===== src/rtl/regfile_write_ctrl_if.sv =====
// Bundle of the register-file write-port signals: CPU writeback, debug/loader
// valid/ready request, init control/status and the outgoing write port.
// master: the surrounding system (CPU, debug requester, register file).
// slave : regfile_write_ctrl, which owns the write port.
interface regfile_write_ctrl_if;
    logic        init_req;
    logic        cpu_we;
    logic [4:0]  cpu_rd;
    logic [31:0] cpu_wdata;
    logic        dbg_valid;
    logic [4:0]  dbg_rd;
    logic [31:0] dbg_wdata;
    logic        dbg_ready;
    logic        cpu_stall;
    logic        init_done;
    logic        rf_we;
    logic [4:0]  rf_rd;
    logic [31:0] rf_wdata;

    modport master (
        output init_req, cpu_we, cpu_rd, cpu_wdata, dbg_valid, dbg_rd, dbg_wdata,
        input  dbg_ready, cpu_stall, init_done, rf_we, rf_rd, rf_wdata
    );

    modport slave (
        input  init_req, cpu_we, cpu_rd, cpu_wdata, dbg_valid, dbg_rd, dbg_wdata,
        output dbg_ready, cpu_stall, init_done, rf_we, rf_rd, rf_wdata
    );
endinterface


===== src/rtl/regfile_write_ctrl.sv =====
// Register-file write-port controller.
// After reset it sweeps x1..x31 (x2 gets SP_INIT, the rest 0), then arbitrates
// the single write port between CPU writeback (priority) and a debug/loader
// requester. A starvation guard inserts a one-cycle CPU stall after
// STARVE_LIMIT consecutive CPU-blocked debug cycles so debug always completes.
// Optional macro REGCTRL_TRACE_EN adds wr_count/last_rd trace outputs.
module regfile_write_ctrl #(
    parameter logic [31:0] SP_INIT      = 32'd4092,
    parameter int unsigned STARVE_LIMIT = 4
) (
    input  logic                 clk,
    input  logic                 rst_n,
    regfile_write_ctrl_if.slave  bus
`ifdef REGCTRL_TRACE_EN
    ,
    output logic [15:0]          wr_count,
    output logic [4:0]           last_rd
`endif
);

    typedef enum logic [1:0] {
        ST_INIT  = 2'd0,
        ST_RUN   = 2'd1,
        ST_STALL = 2'd2
    } state_t;

    localparam logic [3:0] STARVE_LAST = 4'(STARVE_LIMIT - 1);

    state_t      state_r;
    logic [4:0]  init_idx_r;
    logic [3:0]  starve_cnt_r;

    logic        cpu_hit_s;
    logic        starve_hit_s;
    logic        rf_we_s;
    logic [4:0]  rf_rd_s;
    logic [31:0] rf_wdata_s;
    logic        dbg_ready_s;
    logic        cpu_stall_s;
    logic        init_done_s;

    // A CPU write to x0 is a no-op and must never block the debug requester.
    assign cpu_hit_s    = bus.cpu_we && (bus.cpu_rd != 5'd0);
    assign starve_hit_s = cpu_hit_s && bus.dbg_valid && (starve_cnt_r == STARVE_LAST);

    // Write-port mux and handshake decode; everything held quiet while in reset.
    always_comb begin
        rf_we_s     = 1'b0;
        rf_rd_s     = 5'd0;
        rf_wdata_s  = 32'd0;
        dbg_ready_s = 1'b0;
        cpu_stall_s = 1'b1;
        init_done_s = 1'b0;
        if (!rst_n) begin
            cpu_stall_s = 1'b1;
        end else begin
            case (state_r)
                ST_INIT: begin
                    rf_we_s    = 1'b1;
                    rf_rd_s    = init_idx_r;
                    rf_wdata_s = (init_idx_r == 5'd2) ? SP_INIT : 32'd0;
                end
                ST_RUN: begin
                    cpu_stall_s = 1'b0;
                    init_done_s = 1'b1;
                    if (cpu_hit_s) begin
                        rf_we_s    = 1'b1;
                        rf_rd_s    = bus.cpu_rd;
                        rf_wdata_s = bus.cpu_wdata;
                    end else if (bus.dbg_valid) begin
                        dbg_ready_s = 1'b1;
                        rf_we_s     = (bus.dbg_rd != 5'd0);
                        rf_rd_s     = bus.dbg_rd;
                        rf_wdata_s  = bus.dbg_wdata;
                    end else begin
                        rf_we_s = 1'b0;
                    end
                end
                ST_STALL: begin
                    // CPU write dropped here; the CPU re-presents it next cycle.
                    init_done_s = 1'b1;
                    dbg_ready_s = 1'b1;
                    rf_we_s     = (bus.dbg_rd != 5'd0);
                    rf_rd_s     = bus.dbg_rd;
                    rf_wdata_s  = bus.dbg_wdata;
                end
                default: begin
                    rf_we_s = 1'b0;
                end
            endcase
        end
    end

    assign bus.rf_we     = rf_we_s;
    assign bus.rf_rd     = rf_rd_s;
    assign bus.rf_wdata  = rf_wdata_s;
    assign bus.dbg_ready = dbg_ready_s;
    assign bus.cpu_stall = cpu_stall_s;
    assign bus.init_done = init_done_s;

    // Sequencer: init sweep, run-mode arbitration and starvation counting.
    always_ff @(posedge clk or negedge rst_n) begin
        if (!rst_n) begin
            state_r      <= ST_INIT;
            init_idx_r   <= 5'd1;
            starve_cnt_r <= 4'd0;
        end else begin
            case (state_r)
                ST_INIT: begin
                    starve_cnt_r <= 4'd0;
                    if (init_idx_r == 5'd31) begin
                        state_r    <= ST_RUN;
                        init_idx_r <= 5'd1;
                    end else begin
                        init_idx_r <= init_idx_r + 5'd1;
                    end
                end
                ST_RUN: begin
                    if (bus.init_req) begin
                        state_r      <= ST_INIT;
                        init_idx_r   <= 5'd1;
                        starve_cnt_r <= 4'd0;
                    end else if (starve_hit_s) begin
                        state_r      <= ST_STALL;
                        starve_cnt_r <= 4'd0;
                    end else if (cpu_hit_s && bus.dbg_valid) begin
                        starve_cnt_r <= starve_cnt_r + 4'd1;
                    end else begin
                        // Debug granted or idle: blocked streak is broken.
                        starve_cnt_r <= 4'd0;
                    end
                end
                ST_STALL: begin
                    state_r      <= ST_RUN;
                    starve_cnt_r <= 4'd0;
                end
                default: begin
                    state_r      <= ST_INIT;
                    init_idx_r   <= 5'd1;
                    starve_cnt_r <= 4'd0;
                end
            endcase
        end
    end

`ifdef REGCTRL_TRACE_EN
    // Trace of run-mode writes; cleared whenever a new sweep is entered.
    always_ff @(posedge clk or negedge rst_n) begin
        if (!rst_n) begin
            wr_count <= 16'd0;
            last_rd  <= 5'd0;
        end else if ((state_r == ST_RUN) && bus.init_req) begin
            wr_count <= 16'd0;
            last_rd  <= 5'd0;
        end else if (rf_we_s && (state_r != ST_INIT)) begin
            wr_count <= wr_count + 16'd1;
            last_rd  <= rf_rd_s;
        end else begin
            wr_count <= wr_count;
            last_rd  <= last_rd;
        end
    end
`endif

endmodule


===== src/flat_wrapper.sv =====
// flat-port wrapper written by rule: the top's interface ports become plain ports
module regfile_write_ctrl_flat 
#(
    parameter logic [31:0] SP_INIT      = 32'd4092,
    parameter int unsigned STARVE_LIMIT = 4
)
  (clk, rst_n, bus_init_req, bus_cpu_we, bus_cpu_rd, bus_cpu_wdata, bus_dbg_valid, bus_dbg_rd, bus_dbg_wdata, bus_dbg_ready, bus_cpu_stall, bus_init_done, bus_rf_we, bus_rf_rd, bus_rf_wdata);
  regfile_write_ctrl_if bus_i ();
  input  logic clk;
  input  logic rst_n;
  input wire logic [$bits(bus_i.init_req)-1:0] bus_init_req;
  input wire logic [$bits(bus_i.cpu_we)-1:0] bus_cpu_we;
  input wire logic [$bits(bus_i.cpu_rd)-1:0] bus_cpu_rd;
  input wire logic [$bits(bus_i.cpu_wdata)-1:0] bus_cpu_wdata;
  input wire logic [$bits(bus_i.dbg_valid)-1:0] bus_dbg_valid;
  input wire logic [$bits(bus_i.dbg_rd)-1:0] bus_dbg_rd;
  input wire logic [$bits(bus_i.dbg_wdata)-1:0] bus_dbg_wdata;
  output wire logic [$bits(bus_i.dbg_ready)-1:0] bus_dbg_ready;
  output wire logic [$bits(bus_i.cpu_stall)-1:0] bus_cpu_stall;
  output wire logic [$bits(bus_i.init_done)-1:0] bus_init_done;
  output wire logic [$bits(bus_i.rf_we)-1:0] bus_rf_we;
  output wire logic [$bits(bus_i.rf_rd)-1:0] bus_rf_rd;
  output wire logic [$bits(bus_i.rf_wdata)-1:0] bus_rf_wdata;
  assign bus_i.init_req = bus_init_req;
  assign bus_i.cpu_we = bus_cpu_we;
  assign bus_i.cpu_rd = bus_cpu_rd;
  assign bus_i.cpu_wdata = bus_cpu_wdata;
  assign bus_i.dbg_valid = bus_dbg_valid;
  assign bus_i.dbg_rd = bus_dbg_rd;
  assign bus_i.dbg_wdata = bus_dbg_wdata;
  assign bus_dbg_ready = bus_i.dbg_ready;
  assign bus_cpu_stall = bus_i.cpu_stall;
  assign bus_init_done = bus_i.init_done;
  assign bus_rf_we = bus_i.rf_we;
  assign bus_rf_rd = bus_i.rf_rd;
  assign bus_rf_wdata = bus_i.rf_wdata;
  regfile_write_ctrl #(.SP_INIT(SP_INIT), .STARVE_LIMIT(STARVE_LIMIT)) u_core (.clk(clk), .rst_n(rst_n), .bus(bus_i));
endmodule

===== config.mk =====
export PLATFORM = sky130hd
export DESIGN_NAME = regfile_write_ctrl_flat
export DESIGN_NICKNAME = d
export VERILOG_FILES = /design/src/rtl/regfile_write_ctrl_if.sv /design/src/rtl/regfile_write_ctrl.sv /design/src/flat_wrapper.sv
export SDC_FILE = /design/constraint.sdc
export NUM_CORES = 1
export LEC_CHECK = 0
export BUFFER_PORTS_ARGS = -buffer_cell sky130_fd_sc_hd__buf_2
export CORE_ASPECT_RATIO = 0.5
export CORE_UTILIZATION = 39
export DETAILED_ROUTE_END_ITERATION = 8
export PLACE_DENSITY = 0.86
export SYNTH_ARGS = -nofsm -noshare
export SYNTH_HDL_FRONTEND = slang
export SYNTH_SLANG_ARGS = --single-unit

===== constraint.sdc =====
create_clock -name clk -period 3.79 [get_ports clk]
set_input_delay 0.1895 -clock clk [delete_from_list [all_inputs] [get_ports clk]]
set_output_delay 0.1895 -clock clk [all_outputs]
set_load 0.1 [all_outputs]

==> results_dict.tcl <==
set metrics [dict create \
    drv_slew 0 \
    chipHeight_um 41.45 \
    multi_input_area_um2 847.1 \
    min_period_over_period_pct 83.11 \
    coreArea_um2 2765 \
    grt_pass1_vias 1587 \
    die_width_um 80.89 \
    synthArstFlopShare_pct 100.0 \
    synth_fp_nets 232 \
    max_freq_mhz 317.5 \
    hpwl_mm 3.604 \
    synth_seq_cells 11 \
    hold_viol 0 \
    port_buffers 119 \
    p_int_mw 0.4215 \
    p_comb_share_pct 76.4 \
    antennaDiodeCount 0 \
    min_from "bus_init_req" \
    fin_area_um2 1841 \
    crit_fanout 22 \
    hold_class "in -> reg" \
    clk_latency_ns 0.24 \
    pwr-share-clk_pct 9.2 \
    grt.overflow.total 0 \
    finalWirelength_mm 4.515 \
    tns_ns 0 \
    maxSlewHeadroom_pct 26.99 \
    drc_errors 0 \
    ioPinCount 120 \
    seqCellArea_um2 276.5 \
    synth_cell_types 36 \
    startpoint "u_core.state_r[1]" \
    grt_use_total_pct 25.30 \
    grt_start_max_net_pins 23 \
    start_util_pct 43.89 \
    arrival_ns 2.96 \
    cts.sinks 11 \
    syn_area_um2 1214 \
    critPathRequiredTime_ns 3.60 \
    drive_above_1_share_pct 49.61 \
    path_clk_slew_ns 0.05 \
    yosysWarnings 0 \
    final_cell_mix "buf_2, nor2_1, a22o_1, a221oi_1, dfrtp_1" \
    grt_pass1_wl_mm 6.748 \
    max_cap_viol_count 0 \
    layout_commonest_cell "buf_2" \
    vdd_drop_max_v 0.0004873 \
    initialDrtViolationCount 123 \
    cts_setup_buffers 0 \
    drtPass1Iterations 4 \
    vias 1635 \
    grt_antenna_before_repair 0 \
    path_class "reg -> out" \
    synth_flop_cell "dfrtp_1" \
    netSwitchingPower_mw 0.8453 \
    rr_startpoint "u_core.init_idx_r[1]" \
    p_leak_nw 1.031 \
    syn_avg_cell_area_um2 8.428 \
    postSynthCellCount 144 \
    outcome "complete, no violations" \
    cts_tree "done" \
    skew_ns 0.002622 \
    swShare_pct 66.73 \
    rsz0062_at_grt "false" \
    timing.final.crit_period_ns 3.150 \
    die-area_um2 3352 \
    antenna_left 0 \
    num-fill-cells 234 \
    ys_seq_area_share_pct 22.78 \
    vias_per_cell 5.542 \
    critPathLaunchType "flip-flop" \
    placed_cell_area_um2 1784 \
    power.total_mw 1.267 \
    cts_buffer_depth 2 \
    setup_violations 0 \
    cts_made_buffers 3 \
    seq_power_share_pct 14.4 \
    synth_edf_count 0 \
    cts_max_level 1 \
    wl_per_cell_um 15.31 \
    end_kind "output pin" \
    gp_congestion 0.8278 \
    syn2layout_area_growth_pct 51.65 \
    nets 347 \
    worst_pin_slew_ns 1.087 \
    p_per_area_nw_per_um2 688.3 \
    root_buffer "clkbuf_8" \
    cts_resized 0 \
    row_count 13 \
]
## path summary, 6_finish.rpt
kind,cells after the start,slack [ns],end
min reg2reg,1,0.47,u_core.starve_cnt_r[0]
max reg2reg,7,1.72,u_core.init_idx_r[3]
min,3,0.33,u_core.starve_cnt_r[1]
max,7,0.64,bus_rf_wdata[18]
max in group asynchronous,2,3.13,u_core.init_idx_r[0]
min in group asynchronous,2,0.39,u_core.starve_cnt_r[3]
## synthesized netlist by cell type, drive strengths merged (2+ instances only)
master / count / area share, %
nand2: 9 / 2.8
a222oi: 5 / 4.1
and2: 3 / 1.5
nand3: 3 / 1.2
a221oi: 10 / 7.2
nor3: 5 / 2.1
a22o: 22 / 16
nor2: 23 / 7.1
ha: 9 / 9.3
o21ai: 6 / 2.5
o31ai: 2 / 1.2
inv: 5 / 1.5
clkbuf: 3 / 0.93
buf: 7 / 4.9
dfrtp: 10 / 21
nand2b: 3 / 1.5
## repair_timing
item,CTS,global route
endpoints found under the setup margin,0,0
hold endpoints to repair,10,0
hold buffers,1,0
## state kept, by name (all words and copies together), names as in the netlist
name                 count
u_core.init_idx_r        5
u_core.starve_cnt_r      4
u_core.state_r           2
## power by group through the flow
| stage | Sequential, mW | Clock, mW | Combinational (mW) |
|---|---|---|---|
| 2_1_floorplan | 0.170 | 0 | 0.813 |
| 3_3_place_gp | 0.179 | 0 | 0.945 |
| 3_5_place_dp | 0.182 | 0 | 0.961 |
| 4_1_cts | 0.180 | 0.119 | 0.965 |
| 5_1_grt | 0.185 | 0.128 | 1.01 |
| 6_report | 0.182 | 0.117 | 0.968 |
## area by class of cell
cell class	instances	area share (%)
Sequential cell	11	15.02
Multi-Input combinational cell	118	46.02
Clock buffer	3	2.243
Inverter	5	1.020
Timing Repair Buffer	120	32.90
Tap cell	37	2.515
Clock inverter	1	0.2719
## metal layers
layer | share of wire, % | track usage [%] | vias to the layer above
met5 | 0 | 0 | -
met4 | 0.86 | 7.143 | 0
met3 | 7.5 | 5.275 | 6
met2 | 53 | 51.76 | 77
met1 | 38 | 25.27 | 767
li1 | - | - | 785
## cell families (layout without fill, tap and decap cells)
| logic type | Yosys count | count (layout) | share of synthesized area [%] |
|---|---|---|---|
| AO/OA/AOI/OAI | 51 | 51 | 35.26 |
| XOR/XNOR | 2 | 2 | 1.444 |
| flip-flops | 11 | 11 | 22.78 |
| buffers and inverters | 15 | 129 | 7.422 |
| multiplexers | 1 | 1 | 0.8248 |
| adder cells (fa/ha/maj) | 9 | 9 | 9.279 |
| AND/OR/NAND/NOR | 55 | 55 | 22.99 |
## stage by stage
stage / hold WS [ns] / instances / setup WS [ns] / util (%)
6_report: 0.3278 / 295 / 0.6400 / 66.56
5_1_grt: 0.3393 / 295 / 0.4383 / 66.56
4_1_cts: 0.3219 / 295 / 0.6756 / 66.56
3_5_place_dp: 0.08423 / 290 / 0.9591 / 64.52
3_3_place_gp: 0.08027 / 290 / 1.044 / 64.52
2_1_floorplan: -0.1061 / 144 / 0.7905 / -
## critical path: stages (launching register included)
cell     delay [ns]
dfrtp_1        0.43
inv_1          0.10
ha_1           0.24
and2_1         0.27
o31a_1         0.49
nor2b_4        0.53
a22o_1         0.24
buf_2          0.43
Note: power is estimated with default switching activity, not from simulation.
